==> src/rtl/axil_dma_cfg_writer.sv <==
// Table-driven AXI4-Lite write master that programs DMA registers from NUM_TASK request slots.
// Optional response watchdog is built when AXIL_WR_TIMEOUT_EN is defined.
module axil_dma_cfg_writer #(
  parameter int ADDR_W    = 32,
  parameter int DATA_W    = 32,
  parameter int NUM_TASK  = 8,
  parameter int TIMEOUT_W = 16
) (
  input  logic                         clk,
  input  logic                         reset,
  output logic [ADDR_W-1:0]            m_axi_awaddr,
  output logic                         m_axi_awvalid,
  input  logic                         m_axi_awready,
  output logic [DATA_W-1:0]            m_axi_wdata,
  output logic [DATA_W/8-1:0]          m_axi_wstrb,
  output logic                         m_axi_wvalid,
  input  logic                         m_axi_wready,
  input  logic [1:0]                   m_axi_bresp,
  input  logic                         m_axi_bvalid,
  output logic                         m_axi_bready,
  input  logic [ADDR_W-1:0]            base_addr,
  input  logic [NUM_TASK-1:0]          task_req,
  input  logic [NUM_TASK*ADDR_W-1:0]   task_offset,
  input  logic [NUM_TASK*DATA_W-1:0]   task_data,
  output logic [NUM_TASK-1:0]          task_done,
  output logic [NUM_TASK-1:0]          task_err,
  output logic                         busy,
  input  logic [TIMEOUT_W-1:0]         timeout_cycles
);

  localparam int IDX_W = (NUM_TASK > 1) ? $clog2(NUM_TASK) : 1;

  typedef enum logic [1:0] {IDLE, ISSUE, RESP, DONE} state_t;

  state_t            state;
  logic [IDX_W-1:0]  idx;
  logic [IDX_W-1:0]  sel_idx;
  logic [ADDR_W-1:0] sel_off;
  logic [DATA_W-1:0] sel_data;
  logic              aw_fin;
  logic              w_fin;
  logic              tmo_hit;

  // Descending scan so the lowest requesting slot wins.
  always_comb begin
    sel_idx  = '0;
    sel_off  = '0;
    sel_data = '0;
    for (int i = NUM_TASK - 1; i >= 0; i--) begin
      if (task_req[i]) begin
        sel_idx  = IDX_W'(i);
        sel_off  = task_offset[i*ADDR_W +: ADDR_W];
        sel_data = task_data[i*DATA_W +: DATA_W];
      end
    end
  end

  assign aw_fin = ~m_axi_awvalid | m_axi_awready;
  assign w_fin  = ~m_axi_wvalid  | m_axi_wready;

`ifdef AXIL_WR_TIMEOUT_EN
  logic [TIMEOUT_W-1:0] tmo_cnt;
  logic [TIMEOUT_W-1:0] tmo_inc;
  logic                 unused_bits;

  assign tmo_inc = (&tmo_cnt) ? tmo_cnt : tmo_cnt + {{(TIMEOUT_W-1){1'b0}}, 1'b1};
  assign tmo_hit = (timeout_cycles != '0) && (tmo_inc == timeout_cycles);
  assign unused_bits = m_axi_bresp[0];

  always_ff @(posedge clk or negedge reset) begin
    if (!reset) begin
      tmo_cnt <= '0;
    end else if (state == IDLE) begin
      if (|task_req) tmo_cnt <= '0;
    end else if (state == ISSUE || state == RESP) begin
      tmo_cnt <= tmo_inc;
    end
  end
`else
  logic unused_bits;

  assign tmo_hit     = 1'b0;
  assign unused_bits = ^{m_axi_bresp[0], timeout_cycles};
`endif

  always_ff @(posedge clk or negedge reset) begin
    if (!reset) begin
      state         <= IDLE;
      idx           <= '0;
      m_axi_awaddr  <= '0;
      m_axi_awvalid <= 1'b0;
      m_axi_wdata   <= '0;
      m_axi_wstrb   <= '0;
      m_axi_wvalid  <= 1'b0;
      m_axi_bready  <= 1'b0;
      task_done     <= '0;
      task_err      <= '0;
      busy          <= 1'b0;
    end else begin
      task_done <= '0;
      task_err  <= '0;
      case (state)
        IDLE: begin
          if (|task_req) begin
            idx           <= sel_idx;
            m_axi_awaddr  <= base_addr + sel_off;
            m_axi_wdata   <= sel_data;
            m_axi_wstrb   <= '1;
            m_axi_awvalid <= 1'b1;
            m_axi_wvalid  <= 1'b1;
            busy          <= 1'b1;
            state         <= ISSUE;
          end
        end
        ISSUE: begin
          if (tmo_hit) begin
            m_axi_awvalid  <= 1'b0;
            m_axi_wvalid   <= 1'b0;
            task_done[idx] <= 1'b1;
            task_err[idx]  <= 1'b1;
            state          <= DONE;
          end else begin
            if (m_axi_awvalid && m_axi_awready) m_axi_awvalid <= 1'b0;
            if (m_axi_wvalid && m_axi_wready)   m_axi_wvalid  <= 1'b0;
            if (aw_fin && w_fin) begin
              m_axi_bready <= 1'b1;
              state        <= RESP;
            end
          end
        end
        RESP: begin
          if (tmo_hit) begin
            m_axi_bready   <= 1'b0;
            task_done[idx] <= 1'b1;
            task_err[idx]  <= 1'b1;
            state          <= DONE;
          end else if (m_axi_bvalid) begin
            m_axi_bready   <= 1'b0;
            task_done[idx] <= 1'b1;
            task_err[idx]  <= m_axi_bresp[1];
            state          <= DONE;
          end
        end
        DONE: begin
          busy  <= 1'b0;
          state <= IDLE;
        end
        default: state <= IDLE;
      endcase
    end
  end

endmodule
==> config.mk <==
export PLATFORM = sky130hd
export DESIGN_NAME = axil_dma_cfg_writer
export DESIGN_NICKNAME = d
export VERILOG_FILES = /design/src/rtl/axil_dma_cfg_writer.sv
export SDC_FILE = /design/constraint.sdc
export NUM_CORES = 1
export LEC_CHECK = 0
export ABC_CLOCK_PERIOD_IN_PS = 2100
export BUFFER_PORTS_ARGS = -buffer_cell sky130_fd_sc_hd__buf_2
export CAP_MARGIN = 0
export CORE_AREA = 3 3 258 260
export CTS_CLUSTER_SIZE = 28
export DETAILED_ROUTE_END_ITERATION = 6
export DIE_AREA = 0 0 261 263
export SLEW_MARGIN = 20
export SYNTH_ARGS = -nofsm -noshare
export SYNTH_HDL_FRONTEND = slang
export SYNTH_SLANG_ARGS = --single-unit
==> constraint.sdc <==
create_clock -name clk -period 2.1 [get_ports clk]
set_clock_uncertainty 0.05 [all_clocks]
set_input_delay 0.42 -clock clk [delete_from_list [all_inputs] [get_ports clk]]
set_output_delay 0.42 -clock clk [all_outputs]
set_load 0.03 [all_outputs]
==> metrics.cfg <==
[logic_synthesis]
synth-main-ff-cell = dfrtp_1
synth.distinct_cells = 63
syn_nets = 1765
netlist_instances = 1152
avgSynthCellArea_um2 = 7.467
ys_seq_elements = 90
syn_area_um2 = 8602
synth-seq-area-share = 0.2618
ys_warn_count = 0
synth-edff-count = 0
async_reset_ff_frac = 1.000

[route]
drcViolationCount = 0
top_layer = met5
ant_nets = 0
wl_met2_um = 27280
drtIter0Drc = 820
routedWlPerCell_um = 21.49
wl_met3_um = 4879
drt-met1-wl_um = 27180
dr.pass1.iters = 5
viasPerCell = 4.489
finalWirelength_um = 61340
vias = 12812

[placed_design]
port_buffers = 645
dp_slack_ns = -2.532
gp_congestion = 0.9207
dpl.hpwl_um = 50990
dpl.cell_count = 2781

[power_and_ir_drop]
cellLeakagePower_nw = 7.868
power.density_nw_per_um2 = 756.3
power_mw = 12.20
peakVddDrop_mv = 0.3370

[clocking]
cts_buffers = 9
clock_latency_ns = 0.38
clock_sinks = 90
htreeDepth = 3
tritoncts = done
cts.path.max_buffers = 2
cts-root-buf = clkbuf_16
clkSlewWorstSetupHoldPaths_ns = 0.08

[finish]
final_cell_mix = buf_2, buf_4, nand2_1
stdcell_count = 2854
fin_nets = 2592
final_core_util = 0.2507
fillers = 7079
multi_input_area_um2 = 6543
syn_to_final_growth_pct = 87.52
final_common_cell = buf_2
drive_above_1_share = 0.5272
seqCellArea_um2 = 2252

[global_route]
track_usage = 0.1667
first_global_vias = 12729
grt_max_degree = 43
grt_overflow = 0
grt_pass1_wl_um = 83070
antenna_found_initial = 26

[critical_path]
max_stage_delay_ns = 0.42
startpoint_type = input port
worstPathRequired_ns = 2.31
critical_path_class = in -> reg
path_cells = buf_12 -> nor2b_4 -> buf_12 -> a221oi_2 -> o311ai_1 -> o21ai_1 -> o21ai_1 -> mux2i_1 -> o21ai_1 -> ha_1 -> and3_4 -> a221o_1 -> a221o_1 -> o211ai_2 -> a21boi_1 -> o21a_1 -> or3_1 -> a31o_1
cp_max_fo = 8
crit_path_frequent_cell = o21ai_1
arrival_ns = 3.97
critical_path.endpoint_type = flip-flop
critPathSlowestCell = a221o_1

[sta]
period_share = 1.787
clock.fmax_mhz = 266.5
final_max_slew_viol_count = 0
worstMarginPinSlew_ns = 0.5429
finalHoldViolCount = 0
slew_headroom = 0.6342
finalWorstSetupSlack_ns = -1.652
min_period_ns = 3.752
rsz0062_at_grt = true
setup_viol = 37

[floorplan]
fp.dieW_um = 261
chipHeight_um = 263
core_area_um2 = 64350
start_util = 0.1337
io_pins = 663
row_count = 93
dieArea_um2 = 68640

[outcome]
status = finished, violations left
failed_checks = setup timing

[flow_run]
maxCapViolCount = 0

[worst_hold_path]
worstHoldPathType = in -> reg

[kinds of logic (layout without fill, tap and decap cells)]
logic type,Yosys count,in the layout,synth area share
xor gates and xnor gates,20,20,0.02036
other,0,15,0
AOI/OAI and AO/OA,481,481,0.3849
buffers and inverters,124,956,0.05658
and+or+nand+nor,357,357,0.1712
adders and majority gates,38,38,0.05615
DFF,90,90,0.2618
muxes,42,42,0.04902
[worst max-delay path: cells and delay by family]
family          cells  cell delay [ns]
compound gates     11             2.19
simple gates        3             0.60
mux                 1             0.17
buf+inv             2             0.25
fa+ha+maj           1             0.31
[power breakdown]
part / leakage, nW / internal (mW) / switching, mW
Combinational: 6.62 / 2.99 / 4.62
Clock: 0.139 / 0.836 / 0.860
Sequential: 1.11 / 2.46 / 0.434
Total: 7.87 / 6.29 / 5.91
[final cells by class]
cell class / instances / area share
well taps: 855 / 0.06632
clock inverters: 7 / 0.004421
clock buffers: 9 / 0.01396
multi-input cells: 938 / 0.4056
inverters: 21 / 0.005352
repair buffers: 919 / 0.3624
flip-flops and latches: 90 / 0.1396
diodes: 15 / 0.002327
[through the flow]
stage	hold slack [ns]	instance area (µm²)	setup TNS (ns)
3_3_place_gp	0.3664	14580	-92.90
3_5_place_dp	0.3763	14580	-93.48
6_report	0.2252	16130	-40.59
4_1_cts	0.1884	15570	-40.97
2_1_floorplan	0.07441	8762	-36.34
5_1_grt	0.2285	16120	-47.66
[sequential cells by signal, indices dropped and copies added, names as in the netlist]
register and count:
busy 1, idx 3, m_axi_awaddr 32, m_axi_awvalid 1, m_axi_bready 1, m_axi_wdata 32
m_axi_wstrb 1, m_axi_wvalid 1, state 2, task_done 8, task_err 8
[Yosys cell counts, types with 3 or more instances]
cell type  number  area, µm²
a211oi_1        3      22.52
a21o_1         21      157.7
a21oi_1        33      165.2
a221o_1         4      40.04
a221oi_1       85      744.5
a31oi_1        13      81.33
and2_1          4      25.02
and3_1          4      25.02
buf_1          10      37.54
buf_2           8      40.04
buf_4           3      22.52
clkbuf_1       82      307.8
clkinv_1        3      11.26
dfrtp_1        90       2252
ha_1           37      462.9
inv_1          17      63.81
mux2i_1        41      410.4
nand2_1       222      833.3
nand2b_1        6      37.54
nand3_1        12      60.06
nand3b_1        4      30.03
nand4_1         5      31.28
nor2_1         81      304.0
nor2b_1         5      31.28
o211ai_1        4      30.03
o21a_1         17      127.6
o21ai_0       181      905.9
o21ai_1         3      15.01
o21bai_1        3      22.52
o221ai_1       46      402.9
o311ai_0       39      341.6
o31ai_1         6      45.04
or3_1           4      25.02
xnor2_1        10      87.58
xor2_1         10      87.58
[timing repair]
action,4_1_cts,5_1_grt
endpoints found under the hold margin,23,0
setup buffers,21,22
endpoints found under the setup margin,69,66
hold buffers,1,0
gates cloned,1,4
pin swaps,71,57
resized for setup,171,91
[path summary, 6_finish.rpt]
check | from | to | depth (start not counted) | slack (ns)
worst max-delay path | task_req[7] | m_axi_awaddr[20] | 18 | -1.65
worst min-delay path | task_data[26] | m_axi_wdata[26] | 3 | 0.23
worst max register to register | state[0] | m_axi_awaddr[17] | 8 | 0.16
worst min register to register | m_axi_awaddr[0] | m_axi_awaddr[0] | 2 | 0.42
max in group asynchronous | reset | task_done[1] | 3 | 0.87
min in group asynchronous | reset | m_axi_wdata[10] | 2 | 0.48
[layer usage]
layer,GRT usage,vias to the layer above
li1,-,6061
met1,0.2229,6033
met2,0.2531,614
met3,0.04435,90
met4,0.06773,14
met5,0,-
No activity file was read; power rests on OpenSTA's default activity.
